`config.mk`:
```
export PLATFORM = sky130hd
export DESIGN_NAME = data_memory_arbiter
export DESIGN_NICKNAME = d
export VERILOG_FILES = /design/src/rtl/data_memory_arbiter.sv
export SDC_FILE = /design/constraint.sdc
export NUM_CORES = 1
export LEC_CHECK = 0
export BUFFER_PORTS_ARGS = -buffer_cell sky130_fd_sc_hd__buf_4
export CORE_MARGIN = 2
export CORE_UTILIZATION = 30
export CTS_CLUSTER_SIZE = 24
export DETAILED_ROUTE_END_ITERATION = 16
export PLACE_DENSITY = 0.56
export SLEW_MARGIN = 20
export SYNTH_ARGS = -nofsm -noshare
export SYNTH_HDL_FRONTEND = slang
export SYNTH_SLANG_ARGS = --single-unit
export TNS_END_PERCENT = 30
```
`constraint.sdc`:
```
create_clock -name clk -period 1.51 [get_ports clk]
set_input_delay 0 -clock clk [delete_from_list [all_inputs] [get_ports clk]]
set_output_delay 0 -clock clk [all_outputs]
set_load 0.005 [all_outputs]
```
`src/rtl/data_memory_arbiter.sv`:
```
// Arbitrates the single-port data memory between the CPU and the host loader.
// Each access runs IDLE -> ISSUE -> CAPTURE -> ACK; a starvation counter bounds host wait.
module data_memory_arbiter #(
  parameter int unsigned ADDR_W          = 10,
  parameter int unsigned DATA_W          = 8,
  parameter int unsigned HOST_STARVE_MAX = 4
) (
  input  logic              clk,
  input  logic              reset,
  input  logic              cpu_req,
  input  logic              cpu_we,
  input  logic [ADDR_W-1:0] cpu_addr,
  input  logic [DATA_W-1:0] cpu_wdata,
  output logic [DATA_W-1:0] cpu_rdata,
  output logic              cpu_ack,
  output logic              cpu_stall,
  input  logic              host_req,
  input  logic              host_we,
  input  logic [ADDR_W-1:0] host_addr,
  input  logic [DATA_W-1:0] host_wdata,
  output logic [DATA_W-1:0] host_rdata,
  output logic              host_ack,
  output logic [ADDR_W-1:0] mem_addr,
  output logic [DATA_W-1:0] mem_wdata,
  output logic              mem_we,
  output logic              mem_re,
  input  logic [DATA_W-1:0] mem_rdata,
  output logic              busy,
  output logic              grant_host
);

  localparam int unsigned CNT_W = 4;
  localparam logic [CNT_W-1:0] STARVE_LIMIT = CNT_W'(HOST_STARVE_MAX);

  typedef enum logic [1:0] {
    IDLE    = 2'd0,
    ISSUE   = 2'd1,
    CAPTURE = 2'd2,
    ACK     = 2'd3
  } state_t;

  state_t            state, state_nxt;
  logic              lat_we, lat_we_nxt;
  logic [CNT_W-1:0]  starve_cnt, starve_nxt;
  logic [ADDR_W-1:0] addr_nxt;
  logic [DATA_W-1:0] wdata_nxt;
  logic [DATA_W-1:0] cpu_rdata_nxt, host_rdata_nxt;
  logic              cpu_ack_nxt, host_ack_nxt;
  logic              busy_nxt, grant_nxt;
  logic              host_win;

  // State and registered outputs; reset abandons any transaction in flight.
  always_ff @(posedge clk) begin
    if (reset) begin
      state      <= IDLE;
      lat_we     <= 1'b0;
      starve_cnt <= '0;
      mem_addr   <= '0;
      mem_wdata  <= '0;
      cpu_rdata  <= '0;
      host_rdata <= '0;
      cpu_ack    <= 1'b0;
      host_ack   <= 1'b0;
      busy       <= 1'b0;
      grant_host <= 1'b0;
    end else begin
      state      <= state_nxt;
      lat_we     <= lat_we_nxt;
      starve_cnt <= starve_nxt;
      mem_addr   <= addr_nxt;
      mem_wdata  <= wdata_nxt;
      cpu_rdata  <= cpu_rdata_nxt;
      host_rdata <= host_rdata_nxt;
      cpu_ack    <= cpu_ack_nxt;
      host_ack   <= host_ack_nxt;
      busy       <= busy_nxt;
      grant_host <= grant_nxt;
    end
  end

  // Next-state, arbitration and output computation.
  always_comb begin
    state_nxt      = state;
    lat_we_nxt     = lat_we;
    starve_nxt     = starve_cnt;
    addr_nxt       = mem_addr;
    wdata_nxt      = mem_wdata;
    cpu_rdata_nxt  = cpu_rdata;
    host_rdata_nxt = host_rdata;
    cpu_ack_nxt    = 1'b0;
    host_ack_nxt   = 1'b0;
    busy_nxt       = 1'b0;
    grant_nxt      = grant_host;
    host_win       = 1'b0;

    case (state)
      IDLE: begin
        if (cpu_req || host_req) begin
          host_win   = host_req && (!cpu_req || (starve_cnt == STARVE_LIMIT));
          grant_nxt  = host_win;
          lat_we_nxt = host_win ? host_we    : cpu_we;
          addr_nxt   = host_win ? host_addr  : cpu_addr;
          wdata_nxt  = host_win ? host_wdata : cpu_wdata;
          // Count CPU wins only while the host is actually waiting.
          if (host_win || !host_req) begin
            starve_nxt = '0;
          end else if (starve_cnt < STARVE_LIMIT) begin
            starve_nxt = starve_cnt + CNT_W'(1);
          end
          busy_nxt  = 1'b1;
          state_nxt = ISSUE;
        end
      end
      ISSUE: begin
        busy_nxt  = 1'b1;
        state_nxt = CAPTURE;
      end
      CAPTURE: begin
        if (!lat_we) begin
          if (grant_host) host_rdata_nxt = mem_rdata;
          else            cpu_rdata_nxt  = mem_rdata;
        end
        cpu_ack_nxt  = !grant_host;
        host_ack_nxt = grant_host;
        busy_nxt     = 1'b1;
        state_nxt    = ACK;
      end
      ACK: begin
        grant_nxt = 1'b0;
        state_nxt = IDLE;
      end
      default: state_nxt = IDLE;
    endcase
  end

  // Strobes are gated by reset so a reset during ISSUE commits nothing.
  assign mem_we    = (state == ISSUE) &&  lat_we && !reset;
  assign mem_re    = (state == ISSUE) && !lat_we && !reset;
  assign cpu_stall = cpu_req && !cpu_ack;

endmodule

```
==> results of run 1 <==
## routing by layer
| layer | vias up | global-route usage (%) |
|---|---|---|
| met3 | 5 | 3.52 |
| met2 | 59 | 28.7 |
| met4 | 0 | 5.11 |
| li1 | 1037 | - |
| met5 | - | 0 |
| met1 | 902 | 17.7 |
## cells in the final DEF (no fill, tap or decap), types with 3 or more instances in the layout
cell	instances
inv_1	6
inv_2	3
nand2_2	13
a311oi_2	12
dlygate4sd3_1	46
ha_1	5
buf_12	3
buf_4	101
mux2i_1	18
buf_6	4
clkbuf_8	5
dfxtp_1	42
a311oi_1	7
nand2_1	25
dfxtp_2	3
nor2_1	39
## power breakdown
| part | internal (uW) | leakage (uW) | switching (uW) |
|---|---|---|---|
| clock network | 481 | 0.0000540 | 405 |
| registers | 1490 | 0.000370 | 192 |
| logic | 1180 | 0.00122 | 889 |
| total | 3150 | 0.00164 | 1490 |
## path summary, 6_finish.rpt
check	slack, ns	from	cells after the start	to
max	-0.05	starve_cnt[1]	7	mem_wdata[7]
min	0.02	reset	2	mem_addr[1]
max reg2reg	-0.05	starve_cnt[1]	7	mem_wdata[7]
min reg2reg	0.50	cpu_rdata[2]	2	cpu_rdata[2]
## kinds of logic after synthesis
family	synth area share, %
flops	44.1
fa+ha+maj	4.29
mux	8.82
buf+inv	6.43
compound gates	15.4
simple gates	21.0
## state kept, by name (all words and copies together), names as in the netlist
name and flops:
cpu_rdata 8, busy 1, host_ack 1, lat_we 1
grant_host 1, mem_wdata 8, mem_addr 10, state 2
host_rdata 8, cpu_ack 1, starve_cnt 4
## per-stage QoR
step	instance area, um2	setup WS [ns]	TNS [ns]	utilization (%)
floorplan	2040	0.0328	0	-
finish	3590	-0.0540	-0.769	53.7
global placement	2880	-0.0226	-0.216	43.1
global route	3590	-0.119	-1.86	53.7
detailed placement	2880	-0.0559	-0.528	43.1
CTS	3450	-0.0257	-0.275	51.7
## final cells by class
cell class | count | area, um2 | share of cell area (%)
multi-input combinational | 147 | 1100 | 30.6
clock buffer | 5 | 68.8 | 1.92
clock inverter | 2 | 35.0 | 0.977
tap | 80 | 100 | 2.79
sequential | 45 | 905 | 25.2
inverter | 9 | 33.8 | 0.942
timing repair buffer | 155 | 1350 | 37.6
## critical path, stage by stage (launching register included)
cell and delay (ns):
dfxtp_2 0.35, inv_2 0.05, ha_4 0.15, and3b_2 0.25, o21ai_4 0.22, buf_6 0.17, nand2_1 0.07, a311oi_2 0.22
## what timing repair did
| action | 4_1_cts | 5_1_grt |
|---|---|---|
| hold endpoints to repair | 35 | 0 |
| pin swaps | 1 | 8 |
| cloned | 0 | 2 |
| hold buffers | 46 | 0 |
| endpoints found under the setup margin | 22 | 30 |
| setup buffers | 0 | 2 |
| gates resized for setup | 6 | 24 |
==> summary.md, run 1 <==
| Metric | Value |
|---|---|
| Met3 routed wirelength | `between 200 and 250 um` |
| Slew Viols, Final | `0` |
| Nets | `420` |
| H-Tree Level Count | `2` |
| Clock Pin Slew Worst Setup and Hold Paths | `about 0.080 ns` |
| N_diodes | `0` |
| CP Data Arrival Time | `1.78 ns` |
| DR DRC count | `0` |
| Synth cell count leaders | `dfxtp_1, nor2_1, nand2_1` |
| Top cells by area, synth | `dfxtp_1, mux2i_1, a311oi_2` |
| Max-Cap Viols | `0` |
| Critical path startpoint category | `register` |
| Final setup fails | `19` |
| Leading area contributor after synthesis | `dfxtp_1` |
| Crit path time final | `1.56 ns` |
| Cell count after synthesis | `roughly 220` |
| Failing checks | `negative setup slack` |
| Number of vias in the routed layout | `2003` |
| Seq/Total Area, Yosys | `~44%` |
| Predominant post-synthesis flop cell | `dfxtp_1` |
| RSZ-0062 raised after global routing | `true` |
| Post-detailed-placement half-perimeter wirelength | `about 3600 um` |
| Max-slew headroom | `74.8%` |
| Number of synthesized register bits | `between 40 and 50` |
| Dpl cells | `approximately 390` |
| Total gr overflow | `0` |
| Slew @ Worst Pin | `between 0.3 and 0.4 ns` |
| Final clock skew | `approximately 0.0064 ns` |
| Ys async rst share | `0%` |
| LEAKAGE | `approximately 0.0016 uW` |
| Die Y | `roughly 87 um` |
| Overall Power | `around 4600 uW` |
| Row count | `30` |
| Count leader, synth | `dfxtp_1` |
| Layout area overhead | `75.7%` |
| Final Hold Viols | `0` |
| Syn Nets | `about 270` |
| Die X | `between 80 and 90 um` |
| Largest net degree at the start of global routing | `29` |
| Clk_lat worst skew | `roughly 0.3 ns` |
| Worst IR Drop VDD | `~630 uV` |
| PD cells | `1290 nW/um2` |
| Post-synth EDFFs | `0` |
| Sink Count | `45` |
| CTS tree | `built` |
| Top Ports | `91` |
| Routed wl met2 | `~3100 um` |
| WL/cell | `between 10 and 15 um` |
| Worst Hold Margin | `between 0.02 and 0.025 ns` |
| Crit path max fanout | `7` |
| Global-route wire length before repair | `roughly 9300 um` |
| Uppermost routed layer | `met4` |
| Critical path data required time | `between 1.5 and 2 ns` |
| Final wirelength | `just under 6000 um` |
| Non-filler cells, final | `roughly 440` |
| Proportion of layout cells with a drive suffix above 1 | `between 40% and 50%` |
| DRT Pass-1 Iters | `4` |
| IO Port Bufs | `90` |
| Worst setup path class | `reg2reg` |
| Clock Tree Buf Depth | `2` |
| Crit end category | `register` |
| Hold WC Path Type | `in2reg` |
| Core Region | `6680 um2` |
| All-Layer GR Usage | `15.6%` |
| Worst Slack Setup Final | `-0.0540 ns` |
| Outcome | `finished with violations` |
| Fillcell total | `between 600 and 700` |
| Final ANT Viol Nets | `0` |
| Initial Utilization | `30.6%` |
| WL met1 | `~2500 um` |
| RePlAce Congestion | `just under 0.8` |
| Ys Warns | `0` |
| Vias in the first global route | `slightly above 2k` |
| Period utilisation layout | `104%` |
| DR iter-0 viols | `33` |
| Number of library cell types mapped by synthesis | `28` |
| Initial antenna violation count | `0` |
| Clock root cell | `clkbuf_8` |
| Syn Area/Cell | `9.41 um2` |
| Die ar. | `between 7000 and 8000 um2` |
| Peak Freq | `roughly 640 MHz` |
| Syn Std Cell Area | `roughly 2000 um2` |
| Vias per Instance | `approximately 4.5` |
| Yosys top cell area share | `~44%` |
| TritonCTS Buffers | `5` |
(Power assumes the default switching activity.)
==> run 2, diff against run 1 <==
- PLACE_DENSITY: 0.56 -> 0.54
- clock period: 1.51 -> 1.65 ns (I/O delays scaled with it)
==> run 2 against run 1 <==
Against the previous run: the flow now finishes without violations; maximum frequency decreased by 0.17%; worst setup slack gained 0.14 ns; largest power group unchanged; via count increased by 1.0%; cell count is 1.1% lower; first-iteration DRC count increased by 48%; clock power decreased by 12%; sequential share of layout area increased by 0.87 points; total power fell by 13%; critical path type unchanged; die area unchanged; critical path depth unchanged.
==> summary.md, run 2 (same netlist as run 1, synthesis figures left out) <==
| Metric | Value |
|---|---|
| RePlAce Congestion | `0.765 (-2.7%)` |
| Dpl ws | `0.0243 ns (+0.0802 ns)` |
| Sink Count | `45 (unchanged)` |
| PD cells | `1170 nW/um2 (-9.5%)` |
| Vias in the first global route | `1934 (-5.1%)` |
| Proportion of layout cells with a drive suffix above 1 | `40.5% (-2.7 points)` |
| Core Region | `6680 um2 (unchanged)` |
| Layout area overhead | `69.6%` |
| Crit path time final | `1.57 ns (+0.00274 ns)` |
| Critical path launch point | `starve_cnt[0]` |
| Top Ports | `91 (unchanged)` |
| Final ANT Viol Nets | `0 (unchanged)` |
| Period utilisation layout | `95.0% (-8.6 points)` |
| CTS tree | `built` |
| N_diodes | `0 (unchanged)` |
| Total gr overflow | `0 (unchanged)` |
| Post-detailed-placement half-perimeter wirelength | `3600 um (+0.17%)` |
| Delay-heaviest family, CP | `compound AO/OA/AOI/OAI gates` |
| Buffers and inverters on the worst path | `2 (unchanged)` |
| Nets | `414 (-1.4%)` |
| DRT Pass-1 Iters | `4 (unchanged)` |
| Worst Slack Setup Final | `0.0833 ns (+0.137 ns)` |
| Crit path max fanout | `8 (+1)` |
| Dpl cells | `382 (-1.0%)` |
| All-Layer GR Usage | `15.1% (-0.56 points)` |
| Largest net degree at the start of global routing | `46 (+59%)` |
| CP Data Arrival Time | `1.78 ns (about the same)` |
| Global-route wire length before repair | `8970 um (-3.8%)` |
| Worst R2R Start | `starve_cnt[0]` |
| Clk_lat worst skew | `0.30 ns (about the same)` |
| Row count | `30 (unchanged)` |
| Biggest register | `mem_addr` |
| Slew Viols, Final | `0 (unchanged)` |
| Initial antenna violation count | `0 (unchanged)` |
| TritonCTS Buffers | `5 (unchanged)` |
| HP Start | `cpu_req` |
| Max-Cap Viols | `0 (unchanged)` |
| Max reg flops | `10 (unchanged)` |
| DR iter-0 viols | `49 (+48%)` |
| LEAKAGE | `0.00160 uW (-2.8%)` |
| Worst IR Drop VDD | `566 uV (-10%)` |
| IO Port Bufs | `90 (unchanged)` |
| Die ar. | `7480 um2 (unchanged)` |
| Critical path data required time | `1.87 ns (+0.14 ns)` |
| Vias per Instance | `4.62 (+2.2%)` |
| Peak Freq | `638 MHz (-0.17%)` |
| Critical path startpoint category | `register` |
| Clock Tree Buf Depth | `2 (unchanged)` |
| Slew @ Worst Pin | `0.557 ns (+0.179 ns)` |
| Clock Pin Slew Worst Setup and Hold Paths | `0.09 ns (about the same)` |
| Final setup fails | `0 (-19)` |
| Initial Utilization | `30.6% (unchanged)` |
| Final wirelength | `5790 um (-2.7%)` |
| Max-slew headroom | `62.9% (-12 points)` |
| Outcome | `completed` |
| Commonest non-fill, non-tap cell in the layout | `buf_4` |
| WL/cell | `13.2 um (-1.5%)` |
| H-Tree Level Count | `2 (unchanged)` |
| Worst setup path class | `reg2reg` |
| Die Y | `86.5 um (unchanged)` |
| Die X | `86.5 um (unchanged)` |
| Number of vias in the routed layout | `2024 (+1.0%)` |
| Final Hold Viols | `0 (unchanged)` |
| Non-filler cells, final | `438 (-1.1%)` |
| Crit end category | `register` |
| Slowest-stage cell, CP | `dfxtp_2` |
| Critical path cell sequence | `inv_2 -> ha_4 -> and3b_2 -> o21ai_4 -> buf_6 -> nand2_1 -> a311oi_2` |
| DR DRC count | `0 (unchanged)` |
| Hold WC Path Type | `in2reg` |
| Clock root cell | `clkbuf_8` |
| Most frequent cells in the layout | `buf_4, dlygate4sd3_1, dfxtp_1` |
| Core Util, Final | `51.8% (-1.9 points)` |
| Critical Path Max Stage Delay | `0.34 ns (about the same)` |
| Final clock skew | `0.00557 ns (-0.000859 ns)` |
run 2: worst paths after layout:
kind	endpoint	slack, ns	cells after the start
max reg2reg	mem_addr[1]	0.08	7
min reg2reg	host_rdata[5]	0.50	2
min	starve_cnt[1]	0.12	4
max	mem_addr[1]	0.08	7
run 2: report_power, final:
group	internal, uW	leakage, uW	switching, uW	total (uW)
clock	387	0.0000549	391	778
sequential	1360	0.000370	170	1530
combinational	949	0.00117	793	1740
run 2: metal layers:
layer,track usage [%],share of wire (%),vias up
li1,-,-,1023
met1,17.9,43,943
met2,26.3,52,49
met3,3.81,3.7,9
met4,5.11,1.5,0
met5,0,0,-
run 2: tightest hold or removal path, delay by kind of cell:
family	cells	cell delay (ns)
buffers and inverters	1	0.14
AND/OR/NAND/NOR	1	0.08
AO/OA/AOI/OAI	2	0.17
run 2: area by class of cell:
class                           count  area, um2
Fill cell                         618       3220
Multi-Input combinational cell    147       1060
Tap cell                           80        100
Sequential cell                    45        903
Clock inverter                      1       8.76
Inverter                            9       33.8
Timing Repair Buffer              149       1260
Clock buffer                        7       96.3
run 2: what timing repair did:
action / 4_1_cts / 5_1_grt
cloned: 0 / 1
hold buffers: 46 / 0
pin swaps: 0 / 3
gates resized for setup: 1 / 18
endpoints found under the setup margin: 4 / 16
hold endpoints to repair: 35 / 0
buffers inserted: 0 / 1
run 2: metrics by stage:
step / power, uW / hold slack [ns] / setup TNS [ns] / instance area [um2]
floorplan: 2440 / 0.113 / 0 / 2040
global route: 4330 / 0.132 / -0.00739 / 3460
CTS: 4050 / 0.111 / 0 / 3390
finish: 4050 / 0.120 / 0 / 3460
detailed placement: 3160 / 0.249 / 0 / 2820
global placement: 3140 / 0.240 / 0 / 2820
